File: config.mk
export PLATFORM = sky130hd
export DESIGN_NAME = mux_n_1_pipe
export DESIGN_NICKNAME = d
export VERILOG_FILES = /design/src/rtl/mux_n_1_pipe.sv
export SDC_FILE = /design/constraint.sdc
export NUM_CORES = 1
export LEC_CHECK = 0
export ABC_CLOCK_PERIOD_IN_PS = 2400
export BUFFER_PORTS_ARGS = -buffer_cell sky130_fd_sc_hd__buf_2
export CAP_MARGIN = 5
export CORE_AREA = 2 2 404 406
export CTS_CLUSTER_SIZE = 14
export DETAILED_ROUTE_END_ITERATION = 8
export DIE_AREA = 0 0 406 408
export GPL_TIMING_DRIVEN = 0
export RECOVER_POWER = 100
export REMOVE_ABC_BUFFERS = 1
export SYNTH_ARGS = -nofsm -noshare
export SYNTH_HDL_FRONTEND = slang
export SYNTH_SLANG_ARGS = --single-unit
File: constraint.sdc
create_clock -name clk -period 2.4 [get_ports clk]
set_input_delay 0.24 -clock clk [delete_from_list [all_inputs] [get_ports clk]]
set_output_delay 0.24 -clock clk [all_outputs]
set_load 0.03 [all_outputs]
File: src/rtl/mux_n_1_pipe.sv
// Pipelined N:1 select tree with valid/ready flow control; a register stage every
// LEVELS_PER_STAGE 2:1 levels, bubbles collapse, sel travels with the data.
module mux_n_1_pipe #(
    parameter  int WIDTH            = 8,
    parameter  int LOG2_N           = 7,
    parameter  int LEVELS_PER_STAGE = 2,
    localparam int IN_WIDTH         = WIDTH * (1 << LOG2_N),
    localparam int SELW             = (LOG2_N > 0) ? LOG2_N : 1,
    localparam int NUM_STAGES       = (LOG2_N == 0 || LEVELS_PER_STAGE < 1) ? 1
                                      : (LOG2_N + LEVELS_PER_STAGE - 1) / LEVELS_PER_STAGE
) (
    input  logic                clk,
    input  logic                reset_n,
    input  logic                in_valid,
    output logic                in_ready,
    input  logic [SELW-1:0]     sel,
    input  logic [IN_WIDTH-1:0] data_in,
    output logic                out_valid,
    input  logic                out_ready,
    output logic [WIDTH-1:0]    data_out,
    output logic [SELW-1:0]     out_sel
);

    if (LEVELS_PER_STAGE < 1) begin : g_bad_levels
        $error("mux_n_1_pipe: LEVELS_PER_STAGE must be >= 1");
    end

    logic [NUM_STAGES-1:0] valid_q;
    logic [NUM_STAGES:0]   vchain;
    logic [NUM_STAGES-1:0] rdy;

    assign vchain = {valid_q, in_valid};

    always_comb begin
        rdy = '0;
        rdy[NUM_STAGES-1] = !valid_q[NUM_STAGES-1] || out_ready;
        for (int unsigned k = 1; k < NUM_STAGES; k++) begin
            rdy[NUM_STAGES-1-k] = !valid_q[NUM_STAGES-1-k] || rdy[NUM_STAGES-k];
        end
    end

    always_ff @(posedge clk or negedge reset_n) begin
        if (!reset_n) begin
            valid_q <= '0;
        end else begin
            for (int unsigned k = 0; k < NUM_STAGES; k++) begin
                if (rdy[k]) valid_q[k] <= vchain[k];
            end
        end
    end

    for (genvar s = 0; s < NUM_STAGES; s++) begin : g_stage
        localparam int IN_LV  = LOG2_N - LEVELS_PER_STAGE * s;
        localparam int OUT_LV = (IN_LV > LEVELS_PER_STAGE) ? IN_LV - LEVELS_PER_STAGE : 0;
        localparam int RES    = IN_LV - OUT_LV;
        localparam int OUT_N  = 1 << OUT_LV;

        logic [(WIDTH << IN_LV)-1:0]  lanes_in;
        logic [(WIDTH << OUT_LV)-1:0] data_d, data_q;
        logic [SELW-1:0]              sel_in, sel_q;

        // The full sel is carried (not just unconsumed bits) so out_sel can report it.
        if (s == 0) begin : g_src
            assign lanes_in = data_in;
            assign sel_in   = (LOG2_N == 0) ? '0 : sel;
        end else begin : g_src
            assign lanes_in = g_stage[s-1].data_q;
            assign sel_in   = g_stage[s-1].sel_q;
        end

        if (RES == 0) begin : g_mux
            assign data_d = lanes_in;
        end else begin : g_mux
            logic [RES-1:0] sub;
            assign sub = sel_in[IN_LV-1 -: RES];
            always_comb begin
                data_d = '0;
                for (int unsigned j = 0; j < OUT_N; j++) begin
                    data_d[j*WIDTH +: WIDTH] = lanes_in[(32'(sub) * OUT_N + j) * WIDTH +: WIDTH];
                end
            end
        end

        always_ff @(posedge clk or negedge reset_n) begin
            if (!reset_n) begin
                data_q <= '0;
                sel_q  <= '0;
            end else if (rdy[s] && vchain[s]) begin
                data_q <= data_d;
                sel_q  <= sel_in;
            end
        end
    end

    assign in_ready  = rdy[0];
    assign out_valid = valid_q[NUM_STAGES-1];
    assign data_out  = g_stage[NUM_STAGES-1].data_q;
    assign out_sel   = g_stage[NUM_STAGES-1].sel_q;

endmodule
== After elaboration in Yosys (flattened, before gate mapping) ==
Index checks and enable logic that the tools add are counted.

* Register bits: 376
* Input port bits: 1,035
* Output and inout bits: 17
* Logic and storage cells: 106

* Reductions and logical operators: 12
* $add $sub $neg: 39
* Shifts and indexed selects: 43

{| class="wikitable"
|+ Operators by type and width
! cell !! count
|-
| indexed part select 1024 x 12 -> 8 bit || 31
|-
| indexed part select 256 x 10 -> 8 bit || 7
|-
| indexed part select 1024 x 11 -> 8 bit || 1
|-
| indexed part select 256 x 9 -> 8 bit || 1
|-
| adder 7 x 5 -> 8 bit (second input constant) || 16
|-
| adder 7 x 4 -> 8 bit (second input constant) || 8
|-
| indexed part select 64 x 7 -> 8 bit || 1
|-
| indexed part select 64 x 8 -> 8 bit || 1
|-
| adder 7 x 3 -> 8 bit (second input constant) || 4
|-
| adder 5 x 3 -> 6 bit (second input constant) || 4
|-
| adder 7 x 2 -> 8 bit (second input constant) || 2
|-
| indexed part select 16 x 5 -> 8 bit || 1
|-
| adder 5 x 2 -> 6 bit (second input constant) || 2
|-
| adder 7 x 1 -> 8 bit (second input constant) || 1
|-
| adder 5 x 1 -> 6 bit (second input constant) || 1
|-
| adder 3 x 1 -> 4 bit (second input constant) || 1
|-
| logical AND 1 bit || 4
|-
| zero test 1 bit || 4
|-
| logical OR 1 bit || 4
|}

== Logic depth before layout (Yosys ltp) ==
Gate-level depths: netlist (run 1).

* Depth after elaboration: 6
* Gate-level depth with buffers: 6
* Depth with buffers taken out: 3

== Least setup slack after synthesis (run 1) ==
Ideal clock, no wire load.

* Kind: reg-to-reg
* Start point: register valid_q[3]
* End point: register g_stage[0].data_q[231]
* Arrival time: 1.716 ns
* Setup slack: 0.560 ns
* Stages on the path, launching flop included: 7
* Period minus slack after synthesis: 1.840 ns
* Library setup time: 0.125 ns
* Cells stage by stage: dfrtp_1 nand4b_1 o21ai_1 buf_2 buf_6 buf_4 mux2_2

* Cells in the longest elaborated chain, start to end: 6

{| class="wikitable"
|+ RTL lines
! item !! line !! RTL
|-
| start, declared || 28 || <nowiki>logic [NUM_STAGES-1:0] valid_q;</nowiki>
|-
| start signal, assigned by index || 47 || <nowiki>if (rdy[k]) valid_q[k] <= vchain[k];</nowiki>
|-
| zero test 1 bit || 36 || <nowiki>rdy[NUM_STAGES-1] = !valid_q[NUM_STAGES-1] || out_ready;</nowiki>
|-
| logical OR 1 bit || 36 ||
|-
| logical OR 1 bit (3 in a row) || 38 || <nowiki>rdy[NUM_STAGES-1-k] = !valid_q[NUM_STAGES-1-k] || rdy[NUM_STAGES-k];</nowiki>
|-
| logical AND 1 bit || 88 || <nowiki>end else if (rdy[s] && vchain[s]) begin</nowiki>
|-
| end signal, assigned || 89 || <nowiki>data_q <= data_d;</nowiki>
|-
| end, declared || 59 || <nowiki>logic [(WIDTH << OUT_LV)-1:0] data_d, data_q;</nowiki>
|}

Every way passes these cells.
A chain may end at the register's enable or synchronous reset.

== Worst setup path in the final report (run 1) ==
* Start point: register g_stage[0].sel_q[3]
* End point: register g_stage[1].data_q[59]

* Cells in the longest elaborated chain, start to end: 2

{| class="wikitable"
|+ RTL lines
! item !! line !! RTL
|-
| start, declared || 60 || <nowiki>logic [SELW-1:0] sel_in, sel_q;</nowiki>
|-
| start signal, assigned || 90 || <nowiki>sel_q <= sel_in;</nowiki>
|-
| adder 5 x 3 -> 6 bit || 79 || <nowiki>data_d[j*WIDTH +: WIDTH] = lanes_in[(32'(sub) * OUT_N + j) * WIDTH +: WIDTH];</nowiki>
|-
| indexed part select 256 x 10 -> 8 bit || 79 ||
|-
| end signal, assigned || 89 ||
|-
| end, declared || 59 ||
|}

Every way passes these cells.

==> results.ini, run 1 <==
[status]
outcome = finished, final reports clean

[placed_design]
place_congestion = 1.11
hpwlAfterDp_um = 96400
dp.cells = 4364
placed_area_sq_um = 29900
io_buffers = 1051

[critical_path]
start_kind = register
end_kind = register
crit_fanout = 34
r2r_end = g_stage[1].data_q[59]
r2r_start = g_stage[0].sel_q[3]
worstPathRequired_ns = 2.90
path_class = register to register
startpoint = g_stage[0].sel_q[3]
reg2reg_depth = 3
rrSetupSlack_ns = 0.13
crit_end = g_stage[1].data_q[59]
critical_path_arrival_ns = 2.78

[synthesis]
muxShareOfSynthArea_pct = 53.2
synth_top_family_by_area = multiplexers
synth_flop_cell = dfrtp_1
ys_ff_latch = 376
synthTopCellsByArea = dfrtp_1, mux4_2, mux2_2, buf_6, buf_2
avgSynthCellArea_sq_um = 17.9
ys_seq_area_share_pct = 42.6
yosys-top-cells-count = dfrtp_1, mux2_2, mux4_2
async_flop_share_pct = 100
yosys.area_share.xor_xnor_pct = 0
synth_compound_area_share_pct = 0.385
synth_area_sq_um = 22100
synthAdderAreaFrac_pct = 0
synth_most_common_cell = dfrtp_1
ys_types = 20
synth_edf_count = 0
netlist_instances = 1232
yosys_warnings = 0
yosys.area_share.simple_pct = 0.312
yosys.area.top_type = dfrtp_1
netlist.area_leader.share_pct = 42.6

[routing]
final_antenna_net_count = 0
vias = 18400
wl_per_cell_um = 24.7
drt-initial-drc-count = 1023
drt_pass1_iterations = 5
drt-vias-per-instance = 3.96
post-route-drc-count = 0
wirelength_um = 115000

[sta]
period_minus_slack_ns = 2.27
grt_setup_unrepaired = false
slew_violations = 0
maxSlewHeadroom_pct = 1.72
min_period_over_period_pct = 94.7
max_freq_ghz = 0.440
worst_slew_pin_slew_ns = 1.47
skew_ns = 0.0257
finalHoldViolations = 0
setup_viol = 0

[global_routing]
grt_pass1_wl_um = 152000
antenna_found_initial = 159
grt_usage_pct = 13.4
grt_max_degree = 124
overflow = 0
grt_pass1_vias = 18900

[clock_tree]
clock_latency_ns = 0.63
cts_tree = done
path_clk_slew_ns = 0.06
cts_made_buffers = 49
cts.sinks = 376
ctsRootBufferMaster = clkbuf_16
clock_path_buffers = 3
h-tree-depth = 2

[finish]
fin_nets = 3427
fin_area_sq_um = 33100
synthToLayoutAreaGrowth_pct = 49.7
fillerInstances = 17400
final_util_pct = 20.5
drive_gt1_share_pct = 75.9
instances_no_fill = 4653

[floorplan]
die_x_um = 406
start_util_pct = 13.7
ios = 1052
die_area_sq_um = 166000
rows = 148
die_y_um = 408
coreArea_sq_um = 162000

[power]
power.density_nw_per_um2 = 721
p_leak_nw = 13.8
peakVddDrop_uv = 452

[run]
drv_cap = 0

[min_path]
holdCritPathClass = primary input to register

[worst min path at each step]
stage                                        end  slack (ns)  cells after the start          from
final                     g_stage[0].data_q[102]        0.07                      3  data_in[614]
after global routing      g_stage[0].data_q[151]        0.02                      3  data_in[663]
after CTS                 g_stage[0].data_q[183]     0.00003                      3  data_in[695]
after detailed placement  g_stage[0].data_q[206]        0.25                      1       reset_n
after global placement       g_stage[0].sel_q[1]        0.46                      2        sel[1]
after floorplan                      data_out[0]       -0.06                      0       reset_n
[cells by family (layout without fill, tap and decap cells)]
kind of cell,Yosys count,in the layout
AOI/OAI and AO/OA,17,17
buffers and inverters,119,1318
DFF,376,376
muxes,708,708
other,0,47
and+or+nand+nor,12,12
[placed cells by master, fill, tap and decap left out, types with 9 or more instances in the layout]
master	netlist	layout
mux4_2	336	336
dfrtp_1	376	371
dlygate4sd3_1	0	144
buf_2	40	1031
a21oi_1	16	16
mux2_2	358	358
diode_2	0	47
buf_16	0	9
clkbuf_16	0	50
clkbuf_1	14	31
[worst max-delay path, cell delays in order, from the launching register on]
cell and delay, ns:
dfrtp_4 0.77, buf_12 0.31, mux4_2 0.65, mux2_2 0.29
[what timing repair did]
| action | 4_1_cts | 5_1_grt |
|---|---|---|
| setup buffers | 4 | 2 |
| setup endpoints to repair | 127 | 30 |
| cloned | 1 | 1 |
| resized for setup | 2 | 1 |
| pin swaps | 2 | 1 |
| hold buffers | 144 | 0 |
| hold endpoints to repair | 121 | 0 |
[through the flow]
stage / power [W] / hold slack [ns] / setup WS, ns / TNS, ns
2_1_floorplan: 0.0133 / -0.0556 / -11.38 / -3069.94
3_3_place_gp: 0.0170 / 0.455 / -18.80 / -7728.06
3_5_place_dp: 0.0165 / 0.247 / -0.657 / -59.52
4_1_cts: 0.0245 / 0.0000293 / 0.0511 / 0
5_1_grt: 0.0252 / 0.0155 / 0.00903 / 0
6_report: 0.0239 / 0.0662 / 0.128 / 0
[sequential cells by signal, indices dropped and copies added, names as in the netlist]
register and cells:
data_out 8, g_stage.sel_q 21, out_sel 7, g_stage.data_q 336, valid_q 4
[power by group]
group / internal (W) / total [W] / leakage (nW) / switching [W]
combinational: 0.00405 / 0.00709 / 8.67 / 0.00305
clock: 0.00438 / 0.00748 / 0.794 / 0.00310
sequential: 0.00810 / 0.00928 / 4.37 / 0.00118
total: 0.0165 / 0.0239 / 13.8 / 0.00732
[metal layers]
metal | global-route usage, % | up-vias | routed length, um
met4 | 3.74 | 68 | 4050
met1 | 15.5 | 9384 | 43600
met3 | 6.04 | 350 | 12300
met2 | 22.1 | 1165 | 54300
li1 | - | 7456 | -
met5 | 0.556 | - | 754
[area by class of cell]
cell class | count | area [sq um] | area share [%]
Clock buffer | 71 | 1390 | 4.20
Clock inverter | 19 | 251 | 0.760
Sequential cell | 376 | 9420 | 28.5
Timing Repair Buffer | 1227 | 7250 | 21.9
Tap cell | 2175 | 2720 | 8.23
Antenna cell | 47 | 118 | 0.356
Inverter | 1 | 3.75 | 0.0114
Multi-Input combinational cell | 737 | 11900 | 36.0
Note: power is estimated with default switching activity, not from simulation.
==> run 2: changes to the inputs <==
- RECOVER_POWER: 100 -> unset
==> run 2 against run 1 <==
- cell count decreased by 0.11%
- combinational power increased by 1%
- via count about the same
- core utilization increased by 0.10 points
- non-clock buffer count unchanged
- critical path depth increased by 5
- global-route usage unchanged
- sequential share of layout area decreased by 0.14 points
- sequential power about the same
- critical endpoint is now g_stage[0].data_q[88]
- power increased by 0.33%
- die area unchanged
==> results.ini, run 2 (same netlist as run 1, synthesis figures left out) <==
[status]
outcome = finished, final reports clean

[min_path]
holdCritPathClass = primary input to register

[sta]
grt_setup_unrepaired = false
worst_hold_slack_ns = 0.0689  ; +0.00269 ns
maxSlewHeadroom_pct = 44.6  ; +43 points
finalHoldViolations = 0  ; unchanged
worst_slew_pin_slew_ns = 0.830  ; -0.644 ns
period_minus_slack_ns = 2.26  ; -0.00937 ns
slew_violations = 0  ; unchanged
min_period_over_period_pct = 94.3  ; -0.39 points
setup_viol = 0  ; unchanged
skew_ns = 0.0279  ; +0.00219 ns
max_freq_ghz = 0.442  ; +0.41%

[critical_path]
cp_slowest_cell = dfrtp_1
path_class = register to register
max_stage_delay_ns = 0.38  ; -0.39 ns
critical_path_arrival_ns = 2.76  ; -0.02 ns
crit_fanout = 30  ; -12%
worstPathCellList = nand4b_1 > buf_4 > o21ai_4 > buf_12 > buf_16 > buf_16 > buf_12 > mux2_2
start_kind = register
worstPathRequired_ns = 2.90  ; about the same
end_kind = register

[finish]
fin_area_sq_um = 33200  ; +0.50%
largest_reg_flops = 336  ; unchanged
largest_register = g_stage.data_q
synthToLayoutAreaGrowth_pct = 50.5
instances_no_fill = 4648  ; -0.11%
fin_nets = 3427  ; unchanged
drive_gt1_share_pct = 76.6  ; +0.70 points
final_common_cell = buf_2
final_cell_mix = buf_2, dfrtp_1, mux2_2

[clock_tree]
ctsRootBufferMaster = clkbuf_16
h-tree-depth = 2  ; unchanged
clock_path_buffers = 3  ; unchanged
cts_made_buffers = 49  ; unchanged
clock_latency_ns = 0.64  ; about the same
cts.sinks = 376  ; unchanged
path_clk_slew_ns = 0.06  ; about the same
cts_tree = done

[placed_design]
io_buffers = 1051  ; unchanged
place_congestion = 1.11  ; unchanged
dp.cells = 4364  ; unchanged
placed_area_sq_um = 29900  ; unchanged
hpwlAfterDp_um = 96400  ; unchanged

[run]
drv_cap = 0  ; unchanged

[routing]
wirelength_um = 115000  ; -0.15%
drt-vias-per-instance = 3.96  ; about the same
wl_per_cell_um = 24.7  ; about the same
final_antenna_net_count = 0  ; unchanged
vias = 18400  ; -0.081%
drt-initial-drc-count = 1073  ; +4.9%
drt_pass1_iterations = 5  ; unchanged
post-route-drc-count = 0  ; unchanged

[global_routing]
grt_max_degree = 124  ; unchanged
grt_pass1_wl_um = 152000  ; unchanged
grt_usage_pct = 13.4  ; unchanged
antenna_found_initial = 159  ; unchanged
overflow = 0  ; unchanged
grt_pass1_vias = 18900  ; unchanged

[floorplan]
start_util_pct = 13.7  ; unchanged
rows = 148  ; unchanged
die_area_sq_um = 166000  ; unchanged
die_x_um = 406  ; unchanged
coreArea_sq_um = 162000  ; unchanged
die_y_um = 408  ; unchanged
ios = 1052  ; unchanged

[power]
power.density_nw_per_um2 = 720  ; -0.17%
p_leak_nw = 13.9  ; +0.79%
peakVddDrop_uv = 451  ; -0.17%

==> run 2: cell types whose count changed in the layout (fill, tap and decap cells not counted), moves of 4 or more <==
| cell | previous run | this run |
|---|---|---|
| buf_12 | 7 | 12 |
| buf_16 | 9 | 13 |
| buf_2 | 1031 | 1048 |
| buf_6 | 6 | 0 |
| clkbuf_1 | 31 | 14 |
| diode_2 | 47 | 42 |
==> run 2: routing by layer <==
metal / part of all wire, % / vias to the layer above / GRT usage (%)
li1: - / 7448 / -
met1: 38 / 9423 / 15.5
met2: 47 / 1137 / 22.1
met3: 11 / 332 / 6.04
met4: 3.3 / 68 / 3.74
met5: 0.69 / - / 0.556
==> run 2: where the power goes <==
group	switching [W]	total, W	internal, W	leakage (nW)
Combinational	0.00304	0.00717	0.00413	8.78
Sequential	0.00117	0.00927	0.00810	4.37
Clock	0.00310	0.00748	0.00438	0.794
==> run 2: worst paths after layout <==
path / from / endpoint / slack [ns] / cells past startpoint
min in group asynchronous: reset_n / g_stage[0].data_q[206] / 0.16 / 2
hold reg to reg: g_stage[0].sel_q[5] / g_stage[0].sel_q[5] / 0.48 / 1
setup / recovery: valid_q[3] / g_stage[0].data_q[88] / 0.14 / 8
max in group asynchronous: reset_n / g_stage[0].sel_q[3] / 1.07 / 3
hold / removal: data_in[598] / g_stage[0].data_q[86] / 0.07 / 3
setup reg to reg: valid_q[3] / g_stage[0].data_q[88] / 0.14 / 8
==> run 2: what timing repair did <==
action,in CTS,in global routing
buffers inserted,4,2
hold endpoints to repair,121,0
resized for setup,2,1
endpoints found under the setup margin,127,30
hold buffers,144,0
cloned,1,1
pin swaps,2,1
==> run 2: area by class of cell <==
type	instances	area, sq um
Fill cell	17400	128000
Multi-Input combinational cell	737	11900
Timing Repair Buffer	1227	7420
Inverter	1	3.75
Sequential cell	376	9420
Antenna cell	42	105
Tap cell	2175	2720
Clock buffer	71	1390
Clock inverter	19	251
==> run 2: per-stage QoR <==
| stage | TNS [ns] | worst slack [ns] | utilization, % | total power, W |
|---|---|---|---|---|
| after floorplan | -3069.94 | -11.38 | - | 0.0133 |
| after global routing | 0 | 0.0137 | 20.5 | 0.0253 |
| after CTS | 0 | 0.0511 | 20.4 | 0.0245 |
| after global placement | -7728.06 | -18.80 | 18.1 | 0.0170 |
| after detailed placement | -59.52 | -0.657 | 18.5 | 0.0165 |
| final | 0 | 0.137 | 20.6 | 0.0239 |
==> run 2: critical path, delay by kind of cell (launching register included) <==
kind                   cells  cell delay, ns
AO/OA/AOI/OAI              1            0.18
buffers and inverters      5            1.00
flip-flops                 1            0.38
multiplexers               1            0.36
AND/OR/NAND/NOR            1            0.12
